$ cat src/rtl/i2cmb_cmd_queue_if.sv
// Handshake bundle between the I2CMB register front end, the command queue and the byte FSM.
// The slave modport is the queue's view; master is the view of whatever drives it.
interface i2cmb_cmd_queue_if #(
    parameter int DEPTH     = 8,
    parameter int DATA_W    = 8,
    parameter int NUM_BUSES = 16
);
    localparam int BUS_W = (NUM_BUSES > 1) ? $clog2(NUM_BUSES) : 1;
    localparam int CNT_W = $clog2(DEPTH) + 1;

    logic              push_i;
    logic [2:0]        push_cmd_i;
    logic [DATA_W-1:0] push_data_i;
    logic              full_o;
    logic              afull_o;
    logic [CNT_W-1:0]  count_o;
    logic              cmd_valid_o;
    logic              cmd_ready_i;
    logic [2:0]        cmd_o;
    logic [DATA_W-1:0] data_o;
    logic [BUS_W-1:0]  bus_o;
    logic              rsp_valid_i;
    logic              rsp_err_i;
    logic              busy_o;
    logic              err_o;
    logic              overflow_o;
    logic              err_clr_i;

    modport master (
        output push_i, push_cmd_i, push_data_i, cmd_ready_i, rsp_valid_i, rsp_err_i, err_clr_i,
        input  full_o, afull_o, count_o, cmd_valid_o, cmd_o, data_o, bus_o, busy_o, err_o,
               overflow_o
    );

    modport slave (
        input  push_i, push_cmd_i, push_data_i, cmd_ready_i, rsp_valid_i, rsp_err_i, err_clr_i,
        output full_o, afull_o, count_o, cmd_valid_o, cmd_o, data_o, bus_o, busy_o, err_o,
               overflow_o
    );
endinterface

$ cat src/rtl/i2cmb_cmd_queue.sv
// Bus-tagged command FIFO feeding the I2CMB byte FSM, one command outstanding at a time.
//   state       | meaning
//   ST_IDLE     | nothing offered; waits for a stored entry and no sticky error
//   ST_ISSUE    | head command offered on cmd_valid_o until the FSM takes it
//   ST_WAIT_RSP | command popped; waits for the FSM response (error flushes queue)
module i2cmb_cmd_queue #(
    parameter int DEPTH     = 8,
    parameter int DATA_W    = 8,
    parameter int NUM_BUSES = 16,
    parameter int AFULL_LVL = DEPTH - 2
) (
    input  logic            clk_i,
    input  logic            rst_i,
    i2cmb_cmd_queue_if.slave q_if
);
    localparam int BUS_W = (NUM_BUSES > 1) ? $clog2(NUM_BUSES) : 1;
    localparam int PTR_W = $clog2(DEPTH);
    localparam int CNT_W = PTR_W + 1;

    localparam logic [2:0] CMD_SET_BUS  = 3'b110;
    localparam logic [2:0] CMD_RESERVED = 3'b111;

    typedef enum logic [1:0] {
        ST_IDLE,
        ST_ISSUE,
        ST_WAIT_RSP
    } state_t;

    state_t            state_q, state_d;
    logic [PTR_W-1:0]  wr_ptr_q, wr_ptr_d;
    logic [PTR_W-1:0]  rd_ptr_q, rd_ptr_d;
    logic [CNT_W-1:0]  count_q, count_d;
    logic [BUS_W-1:0]  tag_q, tag_d;
    logic              err_q, err_d;
    logic              ovf_q, ovf_d;
    logic              valid_q, valid_d;
    logic [2:0]        cmd_q, cmd_d;
    logic [DATA_W-1:0] data_q, data_d;
    logic [BUS_W-1:0]  bus_q, bus_d;

    logic [2:0]        mem_cmd_q  [DEPTH];
    logic [DATA_W-1:0] mem_data_q [DEPTH];
    logic [BUS_W-1:0]  mem_bus_q  [DEPTH];

    logic wr_en, pop, flush, err_set, ovf_set, full;

    assign full = (count_q == CNT_W'(DEPTH));

    // Push decode, all against pre-edge flags and fill level.
    always_comb begin
        wr_en   = 1'b0;
        err_set = 1'b0;
        ovf_set = 1'b0;
        tag_d   = tag_q;
        if (q_if.push_i) begin
            if (err_q) begin
                ovf_set = 1'b1;
            end else if (q_if.push_cmd_i == CMD_RESERVED) begin
                err_set = 1'b1;
            end else if (q_if.push_cmd_i == CMD_SET_BUS) begin
                if (32'(q_if.push_data_i) < NUM_BUSES) begin
                    tag_d = q_if.push_data_i[BUS_W-1:0];
                end else begin
                    err_set = 1'b1;
                end
            end else if (full) begin
                ovf_set = 1'b1;
            end else begin
                wr_en = 1'b1;
            end
        end
    end

    always_comb begin
        state_d = state_q;
        valid_d = valid_q;
        cmd_d   = cmd_q;
        data_d  = data_q;
        bus_d   = bus_q;
        pop     = 1'b0;
        flush   = 1'b0;
        case (state_q)
            ST_IDLE: begin
                if (count_q != '0 && !err_q) begin
                    state_d = ST_ISSUE;
                    valid_d = 1'b1;
                    cmd_d   = mem_cmd_q[rd_ptr_q];
                    data_d  = mem_data_q[rd_ptr_q];
                    bus_d   = mem_bus_q[rd_ptr_q];
                end
            end
            ST_ISSUE: begin
                if (q_if.cmd_ready_i) begin
                    pop     = 1'b1;
                    valid_d = 1'b0;
                    state_d = ST_WAIT_RSP;
                end
            end
            ST_WAIT_RSP: begin
                if (q_if.rsp_valid_i) begin
                    state_d = ST_IDLE;
                    flush   = q_if.rsp_err_i;
                end
            end
            default: begin
                state_d = ST_IDLE;
                valid_d = 1'b0;
            end
        endcase
    end

    // A push accepted in the flush cycle is written first and then discarded with the rest.
    always_comb begin
        wr_ptr_d = wr_en ? wr_ptr_q + PTR_W'(1) : wr_ptr_q;
        rd_ptr_d = pop ? rd_ptr_q + PTR_W'(1) : rd_ptr_q;
        count_d  = count_q;
        if (wr_en && !pop) begin
            count_d = count_q + CNT_W'(1);
        end else if (pop && !wr_en) begin
            count_d = count_q - CNT_W'(1);
        end
        if (flush) begin
            rd_ptr_d = wr_ptr_d;
            count_d  = '0;
        end
        err_d = err_set | flush | (err_q & ~q_if.err_clr_i);
        ovf_d = ovf_set | (ovf_q & ~q_if.err_clr_i);
    end

    always_ff @(posedge clk_i or posedge rst_i) begin
        if (rst_i) begin
            state_q  <= ST_IDLE;
            wr_ptr_q <= '0;
            rd_ptr_q <= '0;
            count_q  <= '0;
            tag_q    <= '0;
            err_q    <= 1'b0;
            ovf_q    <= 1'b0;
            valid_q  <= 1'b0;
            cmd_q    <= '0;
            data_q   <= '0;
            bus_q    <= '0;
        end else begin
            state_q  <= state_d;
            wr_ptr_q <= wr_ptr_d;
            rd_ptr_q <= rd_ptr_d;
            count_q  <= count_d;
            tag_q    <= tag_d;
            err_q    <= err_d;
            ovf_q    <= ovf_d;
            valid_q  <= valid_d;
            cmd_q    <= cmd_d;
            data_q   <= data_d;
            bus_q    <= bus_d;
        end
    end

    // Storage needs no reset: entries are only read once count_q says they were written.
    always_ff @(posedge clk_i) begin
        if (wr_en) begin
            mem_cmd_q[wr_ptr_q]  <= q_if.push_cmd_i;
            mem_data_q[wr_ptr_q] <= q_if.push_data_i;
            mem_bus_q[wr_ptr_q]  <= tag_q;
        end
    end

    assign q_if.full_o      = full;
    assign q_if.afull_o     = (count_q >= CNT_W'(AFULL_LVL));
    assign q_if.count_o     = count_q;
    assign q_if.cmd_valid_o = valid_q;
    assign q_if.cmd_o       = cmd_q;
    assign q_if.data_o      = data_q;
    assign q_if.bus_o       = bus_q;
    assign q_if.busy_o      = (state_q != ST_IDLE) || (count_q != '0);
    assign q_if.err_o       = err_q;
    assign q_if.overflow_o  = ovf_q;
endmodule
$ cat src/flat_wrapper.sv
// flat-port wrapper written by rule: the top's interface ports become plain ports
module i2cmb_cmd_queue_flat 
#(
    parameter int DEPTH     = 8,
    parameter int DATA_W    = 8,
    parameter int NUM_BUSES = 16,
    parameter int AFULL_LVL = DEPTH - 2
)
  (clk_i, rst_i, q_if_push_i, q_if_push_cmd_i, q_if_push_data_i, q_if_cmd_ready_i, q_if_rsp_valid_i, q_if_rsp_err_i, q_if_err_clr_i, q_if_full_o, q_if_afull_o, q_if_count_o, q_if_cmd_valid_o, q_if_cmd_o, q_if_data_o, q_if_bus_o, q_if_busy_o, q_if_err_o, q_if_overflow_o);
  i2cmb_cmd_queue_if #(.DEPTH(DEPTH), .DATA_W(DATA_W), .NUM_BUSES(NUM_BUSES)) q_if_i ();
  input  logic clk_i;
  input  logic rst_i;
  input wire logic [$bits(q_if_i.push_i)-1:0] q_if_push_i;
  input wire logic [$bits(q_if_i.push_cmd_i)-1:0] q_if_push_cmd_i;
  input wire logic [$bits(q_if_i.push_data_i)-1:0] q_if_push_data_i;
  input wire logic [$bits(q_if_i.cmd_ready_i)-1:0] q_if_cmd_ready_i;
  input wire logic [$bits(q_if_i.rsp_valid_i)-1:0] q_if_rsp_valid_i;
  input wire logic [$bits(q_if_i.rsp_err_i)-1:0] q_if_rsp_err_i;
  input wire logic [$bits(q_if_i.err_clr_i)-1:0] q_if_err_clr_i;
  output wire logic [$bits(q_if_i.full_o)-1:0] q_if_full_o;
  output wire logic [$bits(q_if_i.afull_o)-1:0] q_if_afull_o;
  output wire logic [$bits(q_if_i.count_o)-1:0] q_if_count_o;
  output wire logic [$bits(q_if_i.cmd_valid_o)-1:0] q_if_cmd_valid_o;
  output wire logic [$bits(q_if_i.cmd_o)-1:0] q_if_cmd_o;
  output wire logic [$bits(q_if_i.data_o)-1:0] q_if_data_o;
  output wire logic [$bits(q_if_i.bus_o)-1:0] q_if_bus_o;
  output wire logic [$bits(q_if_i.busy_o)-1:0] q_if_busy_o;
  output wire logic [$bits(q_if_i.err_o)-1:0] q_if_err_o;
  output wire logic [$bits(q_if_i.overflow_o)-1:0] q_if_overflow_o;
  assign q_if_i.push_i = q_if_push_i;
  assign q_if_i.push_cmd_i = q_if_push_cmd_i;
  assign q_if_i.push_data_i = q_if_push_data_i;
  assign q_if_i.cmd_ready_i = q_if_cmd_ready_i;
  assign q_if_i.rsp_valid_i = q_if_rsp_valid_i;
  assign q_if_i.rsp_err_i = q_if_rsp_err_i;
  assign q_if_i.err_clr_i = q_if_err_clr_i;
  assign q_if_full_o = q_if_i.full_o;
  assign q_if_afull_o = q_if_i.afull_o;
  assign q_if_count_o = q_if_i.count_o;
  assign q_if_cmd_valid_o = q_if_i.cmd_valid_o;
  assign q_if_cmd_o = q_if_i.cmd_o;
  assign q_if_data_o = q_if_i.data_o;
  assign q_if_bus_o = q_if_i.bus_o;
  assign q_if_busy_o = q_if_i.busy_o;
  assign q_if_err_o = q_if_i.err_o;
  assign q_if_overflow_o = q_if_i.overflow_o;
  i2cmb_cmd_queue #(.DEPTH(DEPTH), .DATA_W(DATA_W), .NUM_BUSES(NUM_BUSES), .AFULL_LVL(AFULL_LVL)) u_core (.clk_i(clk_i), .rst_i(rst_i), .q_if(q_if_i));
endmodule
$ cat config.mk
export PLATFORM = sky130hd
export DESIGN_NAME = i2cmb_cmd_queue_flat
export DESIGN_NICKNAME = d
export VERILOG_FILES = /design/src/rtl/i2cmb_cmd_queue_if.sv /design/src/rtl/i2cmb_cmd_queue.sv /design/src/flat_wrapper.sv
export SDC_FILE = /design/constraint.sdc
export NUM_CORES = 1
export LEC_CHECK = 0
export BUFFER_PORTS_ARGS = -buffer_cell sky130_fd_sc_hd__buf_2
export CAP_MARGIN = 20
export CELL_PAD_IN_SITES_DETAIL_PLACEMENT = 1
export CELL_PAD_IN_SITES_GLOBAL_PLACEMENT = 1
export CORE_MARGIN = 10
export CORE_UTILIZATION = 55
export CTS_BUF_LIST = sky130_fd_sc_hd__clkbuf_4 sky130_fd_sc_hd__clkbuf_8
export CTS_CLUSTER_SIZE = 8
export DETAILED_ROUTE_END_ITERATION = 6
export PLACE_DENSITY_LB_ADDON = 0.25
export SETUP_SLACK_MARGIN = 0.3
export SKIP_LAST_GASP = 1
export SLEW_MARGIN = 20
export SYNTH_ARGS = -nofsm -noshare
export SYNTH_HDL_FRONTEND = slang
export SYNTH_SLANG_ARGS = --single-unit
$ cat constraint.sdc
create_clock -name clk_i -period 6.2 [get_ports clk_i]
set_clock_uncertainty 0.15 [all_clocks]
set_input_delay 1.24 -clock clk_i [delete_from_list [all_inputs] [get_ports clk_i]]
set_output_delay 1.24 -clock clk_i [all_outputs]
set_load 0.01 [all_outputs]
# Word-level counts from Yosys, hierarchy flattened
# Memories as Yosys holds them, arrays and structs flattened. A register that Yosys moved wholly into a read port is not among the register bits.
# Index checks and enable logic that the tools add are counted.
[totals] latchBits=0 n_memories=3 word_cells=84 reg_bits=19 mem_bits_rw=120 rom_bits=0 output_inout_bits=25
[memory_table] memory="u_core.mem_data_q" words=8 width=8 read_ports=1 rd_clocked_by_memory_dff=1 wr=1 line_no="i2cmb_cmd_queue.sv:42" text="logic [DATA_W-1:0] mem_data_q [DEPTH];"
[memory_table] memory="u_core.mem_bus_q" words=8 width=4 read_ports=1 rd_clocked_by_memory_dff=1 wr=1 line_no="i2cmb_cmd_queue.sv:43" text="logic [BUS_W-1:0] mem_bus_q [DEPTH];"
[memory_table] memory="u_core.mem_cmd_q" words=8 width=3 read_ports=1 rd_clocked_by_memory_dff=1 wr=1 line_no="i2cmb_cmd_queue.sv:41" text="logic [2:0] mem_cmd_q [DEPTH];"
[op_classes] eq_ne=8 n_addsub=4 n_shift=0 n_mul=0 div_mod_pow=0 bitwise=9 n_reduce_logical=16 magnitude_cmp=2 mux=34
[ops] op="1-bit 2-to-1 mux" count=23
[ops] op="4-bit 2-to-1 mux" count=3
[ops] op="3-bit 2-to-1 mux" count=3
[ops] op="8-bit by 5-bit < comparator with 1-bit output (second input constant)" count=1
[ops] op="3-bit by 1-bit adder with 3-bit output (second input constant)" count=2
[ops] op="3-bit equality test (second input constant)" count=2
[ops] op="2-bit 2-to-1 mux" count=3
[ops] op="2-bit case mux with 3 select lines" count=1
[ops] op="3-bit AND reduction" count=2
[ops] op="5-bit AND reduction" count=1
[ops] op="4-bit by 1-bit adder with 4-bit output (second input constant)" count=1
[ops] op="4-bit equality test (second input constant)" count=1
[ops] op="4-bit by 3-bit >= comparator with 1-bit output (second input constant)" count=1
[ops] op="2-bit != test (second input constant)" count=2
[ops] op="1-bit inverter" count=4
[ops] op="2-bit nonzero test" count=2
[ops] op="4-bit nonzero test" count=1
[ops] op="4-bit by 1-bit subtractor with 4-bit output (second input constant)" count=1
[ops] op="1-bit logical AND" count=3
[ops] op="1-bit zero test" count=3
[ops] op="1-bit bitwise OR" count=3
[ops] op="1-bit case mux with 3 select lines" count=1
[ops] op="3-bit nonzero test" count=1
[ops] op="1-bit bitwise AND" count=2
[ops] op="6 further kinds" count=6

# Longest topological paths before layout
# Gate-level depths: netlist of run 1.
[logic_depth] word_depth=11 ltp_mapped=10

# Least setup slack after synthesis of run 1
# OpenSTA, ideal clock, no wires.
[synth_timing] kind="input-to-reg" start="input q_if_push_i" end="memory u_core.mem_bus_q[0][0] (netlist name) (enable)" path_slack_ps=2603 path_stages=3 setup_time_ps=426 t_required_ps=5624 arrival_ps=3021 cell_sequence="and2b_2 nand3_4 nor4_1"
[synth_via] elab_chain_len=3
[synth_lines] element="from (decl)" line_no="flat_wrapper.sv:13" text="input wire logic [$bits(q_if_i.push_i)-1:0] q_if_push_i;"
[synth_lines] element="1-bit 2-to-1 mux" line_no="i2cmb_cmd_queue.sv:55" text="if (q_if.push_i) begin"
[synth_lines] element="1-bit 2-to-1 mux" line_no="i2cmb_cmd_queue.sv:160" text="if (wr_en) begin"
[synth_lines] element="1-bit 2-to-1 mux (implied by the code)" line_no="i2cmb_cmd_queue.sv:163" text="mem_bus_q[wr_ptr_q] <= tag_q;"
[synth_lines] element="to (decl)" line_no="i2cmb_cmd_queue.sv:43"
# No other way between the ends.

# Worst setup path after layout of run 1
[layout_timing] start="register u_core.count_q[1] (netlist: u_core.q_if.count_o[1])" end="output q_if_busy_o"
[layout_via] elab_chain_len=2
[layout_lines] element="from (decl)" line_no="i2cmb_cmd_queue.sv:32" text="logic [CNT_W-1:0] count_q, count_d;"
[layout_lines] element="from (signal assigned)" line_no="i2cmb_cmd_queue.sv:147" text="count_q <= count_d;"
[layout_lines] element="4-bit nonzero test" line_no="i2cmb_cmd_queue.sv:174" text="assign q_if.busy_o = (state_q != ST_IDLE) || (count_q != '0);"
[layout_lines] element="1-bit logical OR" line_no="i2cmb_cmd_queue.sv:174"
[layout_lines] element="to (decl)" line_no="flat_wrapper.sv:27" text="output wire logic [$bits(q_if_i.busy_o)-1:0] q_if_busy_o;"
# No other way between the ends.

==> results of run 1 <==
-- worst min path at each step --
stage | from | endpoint
2_1_floorplan | u_core.state_q[1] | u_core.state_q[0]
3_3_place_gp | u_core.q_if.overflow_o | u_core.q_if.overflow_o
3_5_place_dp | u_core.q_if.overflow_o | u_core.q_if.overflow_o
4_1_cts | u_core.q_if.overflow_o | u_core.q_if.overflow_o
5_1_grt | u_core.q_if.overflow_o | u_core.q_if.overflow_o
6_report | u_core.q_if.overflow_o | u_core.q_if.overflow_o
-- worst max-delay path, delay by kind of cell, from the launching register on --
kind                   cells  cell delay, ns
DFF                        1            0.46
buffers and inverters      1            0.16
and+or+nand+nor            2            0.81
-- through the flow --
stage | hold WS (ns) | setup WS, ns | total power [mW]
floorplan | 0.346 | 2.60 | 2.13
global placement | 0.318 | 2.85 | 2.41
detailed placement | 0.326 | 2.74 | 2.45
CTS | 0.345 | 2.89 | 3.38
global route | 0.370 | 2.76 | 3.54
finish | 0.340 | 2.94 | 3.34
-- final cells by class --
type	count	area, um^2
flip-flops and latches	154	4460
fillers	975	3820
multi-input cells	156	1570
inverters	10	40.0
repair buffers	51	278
clock inverters	8	189
well taps	140	175
clock buffers	24	312
-- state kept, by name, indices dropped and copies added (netlist names) --
name                     cells
u_core.mem_bus_q            32
u_core.mem_cmd_q            24
u_core.mem_data_q           64
u_core.q_if.bus_o            4
u_core.q_if.cmd_o            3
u_core.q_if.cmd_valid_o      1
u_core.q_if.count_o          4
u_core.q_if.data_o           8
u_core.q_if.err_o            1
u_core.q_if.overflow_o       1
u_core.rd_ptr_q              3
u_core.state_q               2
u_core.tag_q                 4
u_core.wr_ptr_q              3
-- cells by family after synthesis --
family	after synthesis	share of synthesized area [%]
compound gates	30	2.78
xor+xnor	6	0.866
flops	154	73.4
buf+inv	22	1.48
fa+ha+maj	6	1.36
simple gates	61	4.99
mux	53	15.1
-- layout by cell type, fill, tap and decap left out, drive strengths merged --
master	instances
a211o	1
nor2b	1
inv	10
nand2	6
nand3	4
nand4	1
mux2	7
a21oi	21
o2bb2ai	1
buf	51
o21ai	3
a21o	2
clkbuf	24
xnor2	3
and2b	1
nor3	7
mux2i	16
ha	5
bufinv	6
fa	1
xor2	3
nand2b	3
edfxtp	120
nor4	3
a31o	1
clkinv	2
nand3b	1
dfrtp	34
a211oi	1
mux4	30
or4	1
or4b	1
nor2	32
-- per-layer routing --
metal / share of wire (%) / GRT usage [%] / vias up
met4: 1.1 / 5.28 / 0
met3: 4.9 / 4.73 / 12
met1: 44 / 22.2 / 1656
li1: - / - / 1415
met2: 50 / 26.2 / 75
met5: 0 / 0 / -
-- power groups by stage --
stage | clock network, mW | registers [mW] | logic, mW
finish | 0.912 | 1.51 | 0.915
global route | 0.972 | 1.55 | 1.02
CTS | 0.932 | 1.51 | 0.938
detailed placement | 0 | 1.53 | 0.924
global placement | 0 | 1.52 | 0.896
floorplan | 0 | 1.44 | 0.690
==> results.toml, run 1 <==
[outcome]
run_status = "finished clean"

[clock_network]
postCtsHoldBufs = 0
numClockSinks = 154
clk_pin_slew_ns = 0.08
cts_htree_levels = 4
clk_latency_ns = 0.43
postCtsSetupBuffers = 0
cts_resized = 0
cts_root_buf = "clkbuf_8"
cts_tree = "done"
cts_buffers = 17
clk_path_buf_depth = 2

[cells_and_area]
drive_gt1_share_pct = 33.0
final_util_pct = 64.7
fin_area_mm2 = 0.00702
finalNetCount = 414
syn_to_final_growth_pct = 15.6
final_cells = 543
diodes = 0

[power_and_ir_drop]
switchingPower_mw = 1.01
clkPwrFrac_pct = 27.4
internal_power_mw = 2.33
irDropWorstVdd_mv = 0.264
sw_frac_of_total_pct = 30.1
p_leak_nw = 2.56
power_frac_comb_pct = 27.4
power_frac_seq_pct = 45.2
powerDensity_mw_per_mm2 = 475

[worst_setup_path]
arrival_ns = 1.87
crit_chain = "nor4_1 > nand2_1 > buf_2"
r2r-start = "u_core.q_if.count_o[0]"
ff2ff_path_depth = 10
crit_start = "u_core.q_if.count_o[1]"
crit_path_top_delay_cell = "nor4_1"
critical_path_required_ns = 4.81
reg2reg_slack_ns = 3.36
startpoint_type = "flop"
endpoint = "q_if_busy_o"
slowest_delay_ns = 0.71
path_class = "reg2out"
end_kind = "output port"
crit_path_max_fanout = 7
r2r-end = "u_core.q_if.count_o[3]"

[die]
die_w_um = 125
start_util_pct = 56.0
die_height_um = 125
rows = 38
io_pins = 43
fp.coreArea_mm2 = 0.0108
die_area_mm2 = 0.0156

[logic_synthesis]
synth_top_area_share_pct = 59.4
syn_inst = 332
netlist_top_cells_count = "120 x edfxtp_1, 34 x dfrtp_1, 32 x nor2_1, 30 x mux4_2, 21 x a21oi_1"
yosysMostFrequentCell = "edfxtp_1"
syn_avg_cell_area_um2 = 18.3
synthTopCellsByArea = "edfxtp_1 59%, dfrtp_1 14%, mux4_2 11%"
yosysSeqAreaShare_pct = 73.4
synth_area_mm2 = 0.00607
synth_cell_type_count = 36
ys.flop_type = "edfxtp_1"
synth_edf_count = 120
synth-seq-cells = 154
synth-async-reset-ratio_pct = 22.1
syn-num-nets = 356
yosys.area.top_type = "edfxtp_1"
ys_warn_count = 0

[global_route]
grt_pass1_vias = 3394
grt_max_degree = 35
grt_pass1_wl_um = 20000
antenna_found_initial = 0
grt_usage_pct = 16.7
grt-ovfl-total = 0

[timing]
finalMaxSlewViolations = 0
finalCritPeriodShare_pct = 52.6
rsz0062_at_grt = "no"
finalHoldViolations = 0
fin_setup_tns_ns = 0
clock.fmax_ghz = 0.307
worst_pin_slew_ns = 1.15
timing.slew.headroom_pct = 23.3
final.min_clock_period_ns = 3.26
setup_viol = 0

[hold_path]
hold_class = "reg2reg"
hold_depth = 1

[placement]
placed_cell_area_mm2 = 0.00652
port-buffer-count = 42
globalplace.congestion = 0.763
placed_cells = 511
hpwl_um = 7510

[routing]
drt_pass1_iterations = 4
routed_wirelength_um = 12500
vias = 3158
route.detailed.drc = 0
dr.first_iter.drc_count = 181
via_per_inst = 5.82
ant_nets = 0
wl_per_cell_um = 22.9

[job]
cap_violations = 0
No activity file was read; power rests on OpenSTA's default activity.
==> inputs of run 2 (changes only) <==
- CORE_UTILIZATION: 55 -> 48
- clock period: 6.2 -> 2.8 ns (I/O delays scaled with it)
==> results.toml, run 2 (synthesized netlist as in run 1, its figures left out) <==
[worst_setup_path]
arrival_ns = 2.62
critical_path_required_ns = 2.98
path_class = "reg2reg"
startpoint_type = "flop"
crit_path_max_fanout = 3
end_kind = "flop"

[routing]
routed_wirelength_um = 12900
wl_per_cell_um = 21.7
vias = 3233
via_per_inst = 5.42
route.detailed.drc = 0
drt_pass1_iterations = 4
dr.first_iter.drc_count = 179
ant_nets = 0

[timing]
worst_pin_slew_ns = 0.531
worst_slack_ns = 0.363
finalCritPeriodShare_pct = 87.1
finalHoldViolations = 0
final.min_clock_period_ns = 2.44
finalMaxSlewViolations = 0
fin_setup_tns_ns = 0
timing.slew.headroom_pct = 64.6
setup_viol = 0
rsz0062_at_grt = "yes"
clock.fmax_ghz = 0.410

[placement]
globalplace.congestion = 0.772
hpwl_um = 8020
port-buffer-count = 42
post-place-ws_ns = 0.118

[cells_and_area]
final_cell_mix = "120 x edfxtp_1, 42 x buf_2, 32 x nor2_1"
top_regs = "u_core.mem_data_q: 64 flops, u_core.mem_bus_q: 32 flops, u_core.mem_cmd_q: 24 flops"
top_register = "u_core.mem_data_q"
drive_gt1_share_pct = 38.9
diodes = 0
largest_reg_flops = 64
finalNetCount = 435
fill_cells = 1171
syn_to_final_growth_pct = 17.6
final_common_cell = "edfxtp_1"

[power_and_ir_drop]
finalPower_mw = 7.10
irDropWorstVdd_mv = 0.414
powerDensity_mw_per_mm2 = 994
p_leak_nw = 2.58

[die]
die_w_um = 132
start_util_pct = 48.5
die_area_mm2 = 0.0175
die_height_um = 132
rows = 41
fp.coreArea_mm2 = 0.0125
io_pins = 43

[clock_network]
clk_path_buf_depth = 2
cts_buffers = 17
cts_tree = "done"
cts_root_buf = "clkbuf_8"
clk_latency_ns = 0.44
cts_htree_levels = 4
postCtsHoldBufs = 0
clk_pin_slew_ns = 0.08
numClockSinks = 154

[global_route]
grt_pass1_wl_um = 20400
grt-ovfl-total = 0
grt_max_degree = 35
grt_pass1_vias = 3564
grt_usage_pct = 15.2
antenna_found_initial = 0

[outcome]
run_status = "finished clean"

[job]
cap_violations = 0

[hold_path]
hold_class = "in2async"
run 2: cell count changes in the layout (fill, tap and decap cells not counted), sizes merged:
| cell | before | now |
|---|---|---|
| buf | 51 | 72 |
| bufinv | 6 | 0 |
| clkbuf | 24 | 19 |
| clkinv | 2 | 7 |
| clkinvlp | 0 | 5 |
| inv | 10 | 11 |
run 2: path summary, 6_finish.rpt:
path | start | to | slack [ns] | cells past startpoint
min reg2reg | u_core.q_if.cmd_o[0] | u_core.q_if.cmd_o[0] | 0.38 | 2
max in group asynchronous | rst_i | u_core.rd_ptr_q[0] | 2.02 | 3
max | u_core.q_if.count_o[1] | u_core.q_if.count_o[3] | 0.36 | 10
max reg2reg | u_core.q_if.count_o[1] | u_core.q_if.count_o[3] | 0.36 | 10
min | rst_i | u_core.q_if.data_o[3] | 0.09 | 3
min in group clk_i | q_if_rsp_valid_i | u_core.state_q[1] | 0.18 | 2
run 2: power by group:
group	switching [mW]	total, mW	leakage, nW	internal (mW)
Combinational	1.32	2.52	0.926	1.21
Clock	0.795	1.43	0.162	0.631
Sequential	0.270	3.15	1.49	2.88
run 2: metal layers:
| layer | wire length, um | track usage [%] | vias up | part of all wire [%] |
|---|---|---|---|---|
| met3 | 556 | 4.62 | 12 | 4.3 |
| met2 | 6450 | 24.5 | 71 | 50 |
| met5 | 0 | 0 | - | 0 |
| li1 | - | - | 1454 | - |
| met4 | 182 | 5.20 | 0 | 1.4 |
| met1 | 5750 | 19.2 | 1696 | 44 |
run 2: stage by stage:
step | util (%) | instances | instance area, um^2 | hold slack, ns
2_1_floorplan | - | 332 | 6100 | 0.346
3_3_place_gp | 53.5 | 557 | 6690 | 0.334
3_5_place_dp | 53.5 | 557 | 6690 | 0.361
4_1_cts | 56.7 | 595 | 7090 | 0.0840
5_1_grt | 57.0 | 596 | 7140 | 0.130
6_report | 57.0 | 596 | 7140 | 0.0908
run 2: repair_timing:
item                       4_1_cts  5_1_grt
pin swaps                        4        4
setup endpoints to repair        1        3
resized for setup                5        7
gates cloned                     0        0
setup buffers                    6        1
run 2: area by class of cell:
cell class	instances	area, um^2	share of cell area [%]
Multi-Input combinational cell	156	1640	22.9
Inverter	10	42.5	0.596
Tap cell	172	215	3.01
Timing Repair Buffer	72	452	6.33
Clock inverter	13	78.8	1.10
Sequential cell	154	4460	62.5
Clock buffer	19	255	3.58
run 2: worst max-delay path, stage by stage, from the launching register on:
cell and delay, ns:
dfrtp_2 0.41, or4b_4 0.55, nand3_4 0.10, inv_4 0.05, ha_4 0.17, inv_4 0.08, ha_4 0.21, a21oi_4 0.14
a211o_1 0.18, a211oi_2 0.07, a31o_2 0.21
==> inputs of run 3 (changes only) <==
- CORE_ASPECT_RATIO: default -> 0.6
==> results.toml, run 3 (synthesized netlist as in run 1, its figures left out) <==
[outcome]
run_status = "finished clean"

[clock_network]
clk_path_buf_depth = 2
clk_pin_slew_ns = 0.08
cts_tree = "done"
cts_htree_levels = 4
cts_buffers = 17
numClockSinks = 154
clk_latency_ns = 0.42
cts_root_buf = "clkbuf_8"

[die]
die_height_um = 107
fp.coreArea_mm2 = 0.0122
start_util_pct = 49.7
io_pins = 43
die_w_um = 165
die_area_mm2 = 0.0177
rows = 31

[power_and_ir_drop]
irDropWorstVdd_mv = 0.430
powerDensity_mw_per_mm2 = 1020
p_leak_nw = 2.60

[cells_and_area]
diodes = 0
finalNetCount = 436
regArea_mm2 = 0.00446
final_cell_mix = "120 x edfxtp_1, 41 x buf_2, 32 x nor2_1"
top_register = "u_core.mem_data_q"
fill_cells = 1128
top_regs = "u_core.mem_data_q: 64 flops, u_core.mem_bus_q: 32 flops, u_core.mem_cmd_q: 24 flops"
final_common_cell = "edfxtp_1"
largest_reg_flops = 64
syn_to_final_growth_pct = 18.4
multi_input_area_mm2 = 0.00164
drive_gt1_share_pct = 38.7

[placement]
globalplace.congestion = 0.746
hpwl_um = 8650
port-buffer-count = 42

[routing]
routed_wirelength_um = 13900
vias = 3261
route.detailed.drc = 0
wl_per_cell_um = 23.6
dr.first_iter.drc_count = 197
via_per_inst = 5.54
drt_pass1_iterations = 4
ant_nets = 0

[worst_setup_path]
crit_path_max_fanout = 3
path_class = "reg2reg"
arrival_ns = 2.67
critical_path_required_ns = 3.01
end_kind = "flop"
ff2ff_path_depth = 10
startpoint_type = "flop"

[timing]
setup_viol = 0
final.min_clock_period_ns = 2.46
finalCritPeriodShare_pct = 88.0
finalMaxSlewViolations = 0
hold_ws_ns = 0.231
clock.fmax_ghz = 0.406
fin_setup_tns_ns = 0
timing.slew.headroom_pct = 43.1
finalHoldViolations = 0
rsz0062_at_grt = "yes"
worst_pin_slew_ns = 0.851

[hold_path]
hold_class = "in2reg"
hold_depth = 2

[job]
cap_violations = 0

[global_route]
grt_pass1_wl_um = 21700
antenna_found_initial = 0
grt_pass1_vias = 3550
grt_usage_pct = 16.4
grt-ovfl-total = 0
grt_max_degree = 33
run 3: cell count changes in the layout (fill, tap and decap cells not counted), sizes merged:
cell,before,now
bufinv,0,2
dlygate4sd3,0,1
inv,11,10
clkinvlp,5,3
run 3: worst paths after layout:
| path | startpoint | slack [ns] | to |
|---|---|---|---|
| worst max-delay path | u_core.q_if.count_o[0] | 0.34 | u_core.q_if.count_o[3] |
| worst min-delay path | q_if_rsp_valid_i | 0.23 | u_core.state_q[1] |
| worst max register to register | u_core.q_if.count_o[0] | 0.34 | u_core.q_if.count_o[3] |
| worst min register to register | u_core.q_if.overflow_o | 0.36 | u_core.q_if.overflow_o |
| max in group asynchronous | rst_i | 1.15 | u_core.tag_q[0] |
| min in group asynchronous | rst_i | 0.46 | u_core.q_if.cmd_o[1] |
run 3: critical path, stage by stage, from the launching register on:
cell,delay (ns)
dfrtp_2,0.42
or4b_4,0.55
nand3_4,0.10
inv_4,0.04
ha_4,0.17
inv_4,0.08
ha_4,0.18
a21oi_4,0.06
a211o_1,0.31
a211oi_2,0.22
a31o_2,0.13
run 3: layout make-up:
class	instances	share of cell area, %
Multi-Input combinational cell	156	22.8
Inverter	10	0.592
Sequential cell	154	62.0
Timing Repair Buffer	73	6.46
Clock buffer	19	3.46
Tap cell	165	2.87
Clock inverter	12	1.78
run 3: power by group:
group	total [mW]	internal, mW	switching [mW]
Clock	1.59	0.802	0.788
Combinational	2.52	1.20	1.32
Sequential	3.20	2.88	0.318
Total	7.31	4.88	2.43
run 3: per-stage QoR:
| stage | area, um^2 | worst slack [ns] | total power, mW | utilization [%] | cells |
|---|---|---|---|---|---|
| 4_1_cts | 7130 | 0.294 | 7.31 | 58.4 | 585 |
| 3_3_place_gp | 6680 | 0.203 | 5.50 | 54.7 | 549 |
| 3_5_place_dp | 6680 | 0.0795 | 5.62 | 54.7 | 549 |
| 6_report | 7190 | 0.336 | 7.31 | 58.8 | 589 |
| 2_1_floorplan | 6100 | 0.264 | 4.76 | - | 332 |
| 5_1_grt | 7190 | 0.235 | 7.75 | 58.8 | 589 |
run 3: per-layer routing:
layer	track usage [%]	share of wire, %	vias to the layer above
met4	3.97	0.52	0
met5	0	0	-
met3	3.48	4.3	6
met2	26.1	49	63
li1	-	-	1457
met1	22.6	46	1735
run 3: timing repair:
item	4_1_cts	5_1_grt
setup buffers	4	4
setup endpoints to repair	1	3
endpoints found under the hold margin	6	0
pin swaps	2	4
hold buffers	1	0
resized for setup	6	5
